$ cat src/rtl/frame_reader_pkg.sv
// Shared definitions for the display-side frame reader and the processing
// stage that fills the ping-pong buffers.
package frame_reader_pkg;

  // Reader control states
  typedef enum logic [2:0] {
    IDLE  = 3'd0,
    ARM   = 3'd1,
    REQ   = 3'd2,
    BURST = 3'd3,
    DRAIN = 3'd4
  } state_t;

  // Ping-pong buffer base word addresses
  localparam int unsigned BUF0_BASE = 32'd4147200;  // written while image_addr_flag=1
  localparam int unsigned BUF1_BASE = 32'd6220800;  // written while image_addr_flag=0

  // Width of the burst-length field on the memory request channel
  typedef logic [9:0] burst_len_t;

endpackage

$ cat src/rtl/frame_reader_if.sv
// Memory read channel plus pixel output stream of the frame reader.
//
// Handshakes:
//   Read channel: rd_valid/rd_addr are held stable from the request until
//   the cycle after rd_burst_finish. Each cycle with rd_ready=1 carries one
//   beat on rd_data. rd_burst_finish is a one-cycle pulse ending the burst.
//   Output stream: a word moves on every clock edge where out_valid and
//   out_ready are both high; out_data/out_sof/out_eol are stable while
//   out_valid is high and out_ready is low.
interface frame_reader_if
  import frame_reader_pkg::*;
#(
  parameter int MEM_DATA_LEN = 64,
  parameter int ADDR_LEN     = 32
);
  logic                    rd_valid;
  logic                    rd_ready;
  burst_len_t              rd_burst_len;
  logic [ADDR_LEN-1:0]     rd_addr;
  logic [MEM_DATA_LEN-1:0] rd_data;
  logic                    rd_burst_finish;
  logic                    out_valid;
  logic                    out_ready;
  logic [MEM_DATA_LEN-1:0] out_data;
  logic                    out_sof;
  logic                    out_eol;

  // Reader side
  modport master (
    output rd_valid, rd_burst_len, rd_addr,
    input  rd_ready, rd_data, rd_burst_finish,
    output out_valid, out_data, out_sof, out_eol,
    input  out_ready
  );

  // Memory and video sink side
  modport slave (
    input  rd_valid, rd_burst_len, rd_addr,
    output rd_ready, rd_data, rd_burst_finish,
    input  out_valid, out_data, out_sof, out_eol,
    output out_ready
  );
endinterface

$ cat src/rtl/frame_reader_sync_fifo.sv
// First-word-fall-through synchronous FIFO with flush and occupancy count.
// The head word is visible on o_rd_data whenever the FIFO is non-empty and
// reads as zero when empty.
module sync_fifo #(
  parameter int WIDTH = 64,
  parameter int DEPTH = 64
) (
  input  logic                     clk,
  input  logic                     rst,
  input  logic                     i_flush,
  input  logic                     i_wr_en,
  input  logic [WIDTH-1:0]         i_wr_data,
  input  logic                     i_rd_en,
  output logic [WIDTH-1:0]         o_rd_data,
  output logic [$clog2(DEPTH):0]   o_count,
  output logic                     o_empty,
  output logic                     o_full
);
  localparam int AW = $clog2(DEPTH);

  logic [WIDTH-1:0] r_mem [DEPTH];
  logic [AW-1:0]    r_wr_ptr;
  logic [AW-1:0]    r_rd_ptr;
  logic [AW:0]      r_count;
  logic             w_wr;
  logic             w_rd;

  assign o_empty   = (r_count == '0);
  assign o_full    = (r_count == (AW+1)'(DEPTH));
  assign o_count   = r_count;
  assign o_rd_data = o_empty ? '0 : r_mem[r_rd_ptr];

  // Flush takes priority over any write or read in the same cycle
  assign w_wr = i_wr_en && !o_full && !i_flush;
  assign w_rd = i_rd_en && !o_empty && !i_flush;

  // Storage array; contents are only meaningful between the pointers
  always_ff @(posedge clk) begin
    if (w_wr) r_mem[r_wr_ptr] <= i_wr_data;
  end

  // Pointer and occupancy tracking
  always_ff @(posedge clk or negedge rst) begin
    if (!rst) begin
      r_wr_ptr <= '0;
      r_rd_ptr <= '0;
      r_count  <= '0;
    end else if (i_flush) begin
      r_wr_ptr <= '0;
      r_rd_ptr <= '0;
      r_count  <= '0;
    end else begin
      if (w_wr) r_wr_ptr <= r_wr_ptr + 1'b1;
      if (w_rd) r_rd_ptr <= r_rd_ptr + 1'b1;
      case ({w_wr, w_rd})
        2'b10:   r_count <= r_count + 1'b1;
        2'b01:   r_count <= r_count - 1'b1;
        default: r_count <= r_count;
      endcase
    end
  end
endmodule

$ cat src/rtl/frame_reader.sv
// Display-side frame buffer reader: picks the ping-pong buffer completed most
// recently, fetches it in bursts into a local FIFO, and streams it in raster
// order with start-of-frame and end-of-line markers.
module frame_reader
  import frame_reader_pkg::*;
#(
  parameter int MEM_DATA_LEN = 64,
  parameter int ADDR_LEN     = 32,
  parameter int VIDEO_WIDTH  = 1024,
  parameter int VIDEO_HEIGHT = 768,
  parameter int BURST_LEN    = 16,
  parameter int FIFO_DEPTH   = 64
) (
  input  logic           clk,
  input  logic           rst,
  input  logic           i_image_addr_flag,
  input  logic           i_frame_start,
  frame_reader_if.master bus,
  output logic           o_underrun,
  output logic           o_error,
  output state_t         o_state
);
  localparam int FRAME_WORDS = VIDEO_WIDTH * VIDEO_HEIGHT;
  localparam int CW          = $clog2(FRAME_WORDS) + 1;
  localparam int FAW         = $clog2(FIFO_DEPTH);
  // A burst may be requested only while the FIFO holds at most this many words
  localparam int ROOM_LIMIT  = FIFO_DEPTH - BURST_LEN;
  localparam logic [CW-1:0] FRAME_CNT = CW'(FRAME_WORDS);
  localparam logic [CW-1:0] BURST_CNT = CW'(BURST_LEN);
  localparam logic [CW-1:0] LAST_X    = CW'(VIDEO_WIDTH - 1);
  localparam logic [CW-1:0] LAST_Y    = CW'(VIDEO_HEIGHT - 1);
  localparam burst_len_t    BURST_BL  = burst_len_t'(BURST_LEN);

  state_t              r_state;
  logic                r_rd_valid;
  logic [ADDR_LEN-1:0] r_rd_addr;
  logic [ADDR_LEN-1:0] r_base;
  logic [CW-1:0]       r_req_words;
  burst_len_t          r_beat_cnt;
  logic                r_restart_pend;
  logic                r_error;
  logic                r_underrun;
  logic [CW-1:0]       r_out_words;
  logic [CW-1:0]       r_x_out;
  logic [CW-1:0]       r_y_out;

  logic [MEM_DATA_LEN-1:0] w_fifo_data;
  logic [FAW:0]            w_fifo_count;
  logic                    w_fifo_empty;
  logic                    w_fifo_full;
  logic                    w_fifo_wr;
  logic                    w_xfer;
  logic                    w_in_burst;
  logic                    w_restart;
  logic                    w_room;

  assign w_in_burst = (r_state == BURST);
  // A frame_start inside a burst waits for the burst to finish; elsewhere it
  // restarts at once.
  assign w_restart  = (i_frame_start && !w_in_burst) ||
                      (w_in_burst && bus.rd_burst_finish && (r_restart_pend || i_frame_start));
  // Beats are dropped once a restart is pending or past the burst length
  assign w_fifo_wr  = w_in_burst && bus.rd_ready && !r_restart_pend && !i_frame_start &&
                      (r_beat_cnt < BURST_BL) && !w_fifo_full;
  assign w_xfer     = !w_fifo_empty && bus.out_ready;
  // Nothing is in flight while in ARM, so occupancy alone bounds free space
  assign w_room     = (int'(w_fifo_count) <= ROOM_LIMIT);

  sync_fifo #(
    .WIDTH (MEM_DATA_LEN),
    .DEPTH (FIFO_DEPTH)
  ) u_fifo (
    .clk       (clk),
    .rst       (rst),
    .i_flush   (w_restart),
    .i_wr_en   (w_fifo_wr),
    .i_wr_data (bus.rd_data),
    .i_rd_en   (w_xfer),
    .o_rd_data (w_fifo_data),
    .o_count   (w_fifo_count),
    .o_empty   (w_fifo_empty),
    .o_full    (w_fifo_full)
  );

  assign bus.rd_valid     = r_rd_valid;
  assign bus.rd_addr      = r_rd_addr;
  assign bus.rd_burst_len = BURST_BL;
  assign bus.out_valid    = !w_fifo_empty;
  assign bus.out_data     = w_fifo_data;
  assign bus.out_sof      = !w_fifo_empty && (r_x_out == '0) && (r_y_out == '0);
  assign bus.out_eol      = !w_fifo_empty && (r_x_out == LAST_X);
  assign o_underrun       = r_underrun;
  assign o_error          = r_error;
  assign o_state          = r_state;

  // Request-side control: buffer selection, burst issue and beat accounting
  always_ff @(posedge clk or negedge rst) begin
    if (!rst) begin
      r_state        <= IDLE;
      r_rd_valid     <= 1'b0;
      r_rd_addr      <= '0;
      r_base         <= '0;
      r_req_words    <= '0;
      r_beat_cnt     <= '0;
      r_restart_pend <= 1'b0;
      r_error        <= 1'b0;
    end else if (w_restart) begin
      // The flag names the buffer being written next, so read the other one
      r_base         <= i_image_addr_flag ? ADDR_LEN'(BUF1_BASE) : ADDR_LEN'(BUF0_BASE);
      r_req_words    <= '0;
      r_beat_cnt     <= '0;
      r_restart_pend <= 1'b0;
      r_error        <= 1'b0;
      r_rd_valid     <= 1'b0;
      r_state        <= ARM;
    end else begin
      case (r_state)
        IDLE: r_state <= IDLE;
        ARM: begin
          if (w_room) begin
            r_rd_addr  <= r_base + ADDR_LEN'(r_req_words);
            r_rd_valid <= 1'b1;
            r_state    <= REQ;
          end
        end
        REQ: r_state <= BURST;
        BURST: begin
          if (i_frame_start) r_restart_pend <= 1'b1;
          if (bus.rd_ready) begin
            if (r_beat_cnt >= BURST_BL) r_error <= 1'b1;
            else                        r_beat_cnt <= r_beat_cnt + 1'b1;
          end
          if (bus.rd_burst_finish) begin
            r_rd_valid  <= 1'b0;
            r_beat_cnt  <= '0;
            r_req_words <= r_req_words + BURST_CNT;
            r_state     <= (r_req_words + BURST_CNT == FRAME_CNT) ? DRAIN : ARM;
          end
        end
        DRAIN: if (r_out_words == FRAME_CNT) r_state <= IDLE;
        default: r_state <= IDLE;
      endcase
    end
  end

  // Output-side raster position, word count and underrun detection
  always_ff @(posedge clk or negedge rst) begin
    if (!rst) begin
      r_out_words <= '0;
      r_x_out     <= '0;
      r_y_out     <= '0;
      r_underrun  <= 1'b0;
    end else if (w_restart) begin
      r_out_words <= '0;
      r_x_out     <= '0;
      r_y_out     <= '0;
      r_underrun  <= 1'b0;
    end else begin
      if (w_xfer) begin
        r_out_words <= r_out_words + 1'b1;
        if (r_x_out == LAST_X) begin
          r_x_out <= '0;
          r_y_out <= (r_y_out == LAST_Y) ? '0 : r_y_out + 1'b1;
        end else begin
          r_x_out <= r_x_out + 1'b1;
        end
      end
      if (bus.out_ready && w_fifo_empty && (r_state != IDLE) && (r_out_words < FRAME_CNT))
        r_underrun <= 1'b1;
    end
  end
endmodule

$ cat src/flat_wrapper.sv
// flat-port wrapper written by rule: the top's interface ports become plain ports
module frame_reader_flat import frame_reader_pkg::*;
#(
  parameter int MEM_DATA_LEN = 64,
  parameter int ADDR_LEN     = 32,
  parameter int VIDEO_WIDTH  = 1024,
  parameter int VIDEO_HEIGHT = 768,
  parameter int BURST_LEN    = 16,
  parameter int FIFO_DEPTH   = 64
)
  (clk, rst, i_image_addr_flag, i_frame_start, o_underrun, o_error, o_state, bus_rd_valid, bus_rd_burst_len, bus_rd_addr, bus_rd_ready, bus_rd_data, bus_rd_burst_finish, bus_out_valid, bus_out_data, bus_out_sof, bus_out_eol, bus_out_ready);
  frame_reader_if #(.MEM_DATA_LEN(MEM_DATA_LEN), .ADDR_LEN(ADDR_LEN)) bus_i ();
  input  logic clk;
  input  logic rst;
  input  logic i_image_addr_flag;
  input  logic i_frame_start;
  output logic o_underrun;
  output logic o_error;
  output state_t o_state;
  output wire logic [$bits(bus_i.rd_valid)-1:0] bus_rd_valid;
  output wire logic [$bits(bus_i.rd_burst_len)-1:0] bus_rd_burst_len;
  output wire logic [$bits(bus_i.rd_addr)-1:0] bus_rd_addr;
  input wire logic [$bits(bus_i.rd_ready)-1:0] bus_rd_ready;
  input wire logic [$bits(bus_i.rd_data)-1:0] bus_rd_data;
  input wire logic [$bits(bus_i.rd_burst_finish)-1:0] bus_rd_burst_finish;
  output wire logic [$bits(bus_i.out_valid)-1:0] bus_out_valid;
  output wire logic [$bits(bus_i.out_data)-1:0] bus_out_data;
  output wire logic [$bits(bus_i.out_sof)-1:0] bus_out_sof;
  output wire logic [$bits(bus_i.out_eol)-1:0] bus_out_eol;
  input wire logic [$bits(bus_i.out_ready)-1:0] bus_out_ready;
  assign bus_rd_valid = bus_i.rd_valid;
  assign bus_rd_burst_len = bus_i.rd_burst_len;
  assign bus_rd_addr = bus_i.rd_addr;
  assign bus_i.rd_ready = bus_rd_ready;
  assign bus_i.rd_data = bus_rd_data;
  assign bus_i.rd_burst_finish = bus_rd_burst_finish;
  assign bus_out_valid = bus_i.out_valid;
  assign bus_out_data = bus_i.out_data;
  assign bus_out_sof = bus_i.out_sof;
  assign bus_out_eol = bus_i.out_eol;
  assign bus_i.out_ready = bus_out_ready;
  frame_reader #(.MEM_DATA_LEN(MEM_DATA_LEN), .ADDR_LEN(ADDR_LEN), .VIDEO_WIDTH(VIDEO_WIDTH), .VIDEO_HEIGHT(VIDEO_HEIGHT), .BURST_LEN(BURST_LEN), .FIFO_DEPTH(FIFO_DEPTH)) u_core (.clk(clk), .rst(rst), .i_image_addr_flag(i_image_addr_flag), .i_frame_start(i_frame_start), .bus(bus_i), .o_underrun(o_underrun), .o_error(o_error), .o_state(o_state));
endmodule
$ cat config.mk
export PLATFORM = sky130hd
export DESIGN_NAME = frame_reader_flat
export DESIGN_NICKNAME = d
export VERILOG_FILES = /design/src/rtl/frame_reader_pkg.sv /design/src/rtl/frame_reader_if.sv /design/src/rtl/frame_reader_sync_fifo.sv /design/src/rtl/frame_reader.sv /design/src/flat_wrapper.sv
export SDC_FILE = /design/constraint.sdc
export NUM_CORES = 2
export LEC_CHECK = 0
export BUFFER_PORTS_ARGS = -buffer_cell sky130_fd_sc_hd__clkbuf_2
export CORE_MARGIN = 2
export CORE_UTILIZATION = 49
export CTS_CLUSTER_DIAMETER = 50
export DETAILED_ROUTE_END_ITERATION = 8
export PLACE_DENSITY = 0.6
export SYNTH_ARGS = -nofsm -noshare
export SYNTH_HDL_FRONTEND = slang
export SYNTH_SLANG_ARGS = --single-unit
$ cat constraint.sdc
create_clock -name clk -period 6.2 [get_ports clk]
set_input_delay 0 -clock clk [delete_from_list [all_inputs] [get_ports clk]]
set_output_delay 0 -clock clk [all_outputs]
set_load 0.005 [all_outputs]
==> out/metrics.yaml <==
worst_setup_path:
  end_kind: "output port"
  arrival_ps: 4900
  crit_type: "reg2out"
  crit_path_max_fanout: 24
  cp.required_ps: 6200
  cp-start-kind: "flip-flop"
synth:
  synth.largest_area_cell: "edfxtp_1"
  yosysSeqAreaShare_pct: 77.3
  yosys_warnings: 0
  synth-seq-cells: 4235
  synth_edf_count: 4096
  ys_dominant_reg_cell: "edfxtp_1"
  syn_inst: 7234
  synth_area_sq_um: 164000
  synth.avg_cell_area_sq_um: 22.6
  async_flop_share_pct: 3.28
  ys_types: 68
  synth_area_leaders: "edfxtp_1 (75%), mux4_2 (16%), dfrtp_1 (2.1%)"
  synth_top_area_share_pct: 75.1
clock_tree:
  cts.sinks: 4235
  cts_tree: "built"
  post_cts_buffers: 0
  cts_max_level: 5
  clock_latency_ps: 990
  cts_buffers: 458
  clkTransAtPathRegs_ps: 60
  clock_path_buffers: 4
  cts_resized: 0
  cts_root_buffer: "clkbuf_16"
global_route:
  antenna_found_initial: 13
  grt_util_all_layers_pct: 24.4
  grt_pass1_wl_mm: 590
  overflow: 0
  grt_pass1_vias: 79500
  grt_max_degree: 80
floorplan:
  die_x_um: 582
  start_util_pct: 49.2
  io_pins: 186
  die-area_sq_um: 339000
  core_sq_um: 333000
  fp.dieH_um: 582
  rows: 212
power_and_ir_drop:
  leakage_nw: 57.3
  power.total_w: 0.0695
  ir_worst_vdd_mv: 0.314
  power_density_nw_per_um2: 371
drt:
  finalWirelength_mm: 415
  ant_nets: 0
  drc: 0
  drtIter0Drc: 8989
  dr.pass1.iters: 6
  vias: 78000
  viasPerCell: 6.19
  wl_per_cell_um: 32.9
sta:
  setup_violations: 0
  finClkSkew_ps: 52.8
  min_period_over_period_pct: 79.1
  min_period_ps: 4900
  finalMaxSlewViolations: 0
  max_freq_ghz: 0.204
  finalSetupTns_ps: 0
  relSlewSlack_pct: 16.8
  tightest_slew_ps: 1250
  report.final.hold_viol_count: 0
  rsz0062_at_grt: "false"
placement:
  place_area_sq_um: 172000
  place_inst: 11700
  port_buffers: 163
  hpwl_mm: 226
  gp_congestion: 0.786
final_layout:
  layout_common_cells: "edfxtp_1 (4,096), mux4_2 (1,152), clkbuf_16 (464)"
  final_cells: 12600
  areaGrowthSynthToFinish_pct: 14.3
  fin_util_pct: 56.2
  final_common_cell: "edfxtp_1"
  final_nets: 7921
  fin_area_sq_um: 187000
  drive_above_1_share_pct: 28.7
outcome:
  status: "complete, no violations"
flow_run:
  cap_violations: 0
hold_path:
  hold_class: "in2reg"
-- per-stage QoR --
step           hold slack, ps  setup WS, ps
2_1_floorplan            -296          1180
3_3_place_gp             75.0          1630
3_5_place_dp             78.5          1680
4_1_cts                 0.281          1180
5_1_grt                  4.38          1150
6_report                 32.3          1300
-- flip-flops by register name (all words and copies together) (netlist names), 7 cells and up --
signal / cells
u_core.bus.rd_addr: 20
u_core.r_beat_cnt: 10
u_core.r_out_words: 21
u_core.r_req_words: 17
u_core.r_x_out: 21
u_core.r_y_out: 21
u_core.u_fifo.o_count: 7
u_core.u_fifo.r_mem: 4096
-- worst paths after layout --
check	cells past startpoint	start	slack (ps)	end
max in group asynchronous	4	rst	5230	u_core.r_y_out[19]$_DFFE_PN0P_
min	2	bus_rd_data[28]	30	u_core.u_fifo.r_mem[34][28]$_DFFE_PP_
max reg2reg	6	u_core.r_beat_cnt[6]$_DFFE_PN0P_	1480	u_core.u_fifo.r_mem[5][10]$_DFFE_PP_
min in group asynchronous	4	rst	190	u_core.bus.rd_addr[21]$_DFFE_PN0P_
min reg2reg	2	u_core.bus.rd_addr[23]$_DFFE_PN0P_	480	u_core.bus.rd_addr[23]$_DFFE_PN0P_
max	7	u_core.u_fifo.r_rd_ptr[0]$_DFFE_PN0P_	1300	bus_out_data[20]
-- critical path: stages, from the launching register on --
cell      delay, ps
dfrtp_4        1150
buf_4           570
mux4_2          580
mux4_2          500
nor2b_1         160
a21oi_1         410
o21ai_1         270
clkbuf_2        200
-- where the power goes --
| part | switching (W) | internal [W] | total (W) | leakage [nW] |
|---|---|---|---|---|
| Sequential | 0.000284 | 0.0315 | 0.0318 | 38.7 |
| Clock | 0.0111 | 0.0149 | 0.0261 | 7.00 |
| Combinational | 0.00640 | 0.00522 | 0.0116 | 11.6 |
-- repair_timing --
| item | CTS | global route |
|---|---|---|
| hold buffers | 75 | 2 |
| hold endpoints to repair | 4149 | 128 |
| endpoints found under the setup margin | 0 | 0 |
-- metal layers --
layer | vias up | GRT usage, % | routed length [um] | part of all wire, %
li1 | 31900 | - | - | -
met1 | 42400 | 35.7 | 174000 | 42
met2 | 3229 | 39.4 | 202000 | 49
met3 | 554 | 3.26 | 29000 | 7.0
met4 | 2 | 6.01 | 9940 | 2.4
met5 | - | 0 | 13 | 0.0031
-- logic make-up after synthesis --
logic type	count (synthesis)	share of synthesized area [%]
multiplexers	1423	17.5
other	2	0.00459
XOR/XNOR	64	0.342
AND/OR/NAND/NOR	607	1.84
buffers and inverters	429	1.16
AO/OA/AOI/OAI	449	1.68
adder cells (fa/ha/maj)	25	0.196
flip-flops	4235	77.3
-- synthesized netlist by cell type, types with 9 or more instances --
master,instances
nand3_1,39
nor2b_1,73
and3_1,24
a22oi_1,128
xnor2_1,21
a21oi_1,98
clkbuf_1,216
inv_1,17
xor2_1,43
nand4_1,37
o21ai_0,93
a31oi_1,23
nand2b_1,11
mux4_2,1152
nor3_1,16
nand2_1,163
nor4_1,18
edfxtp_1,4096
ha_1,24
buf_4,40
mux2i_1,263
o21ai_1,64
dfrtp_1,139
buf_1,44
and4_1,9
nor2_1,164
buf_2,111
-- cell type report --
cell class / count / area, sq um
Timing Repair Buffer: 523 / 4690
Clock buffer: 562 / 12000
Multi-Input combinational cell: 2590 / 35900
Antenna cell: 8 / 20.0
Inverter: 17 / 63.8
Clock inverter: 279 / 2390
Sequential cell: 4235 / 126000
Fill cell: 24300 / 146000
Tap cell: 4387 / 5490
Power figures use the tool's default switching activity.
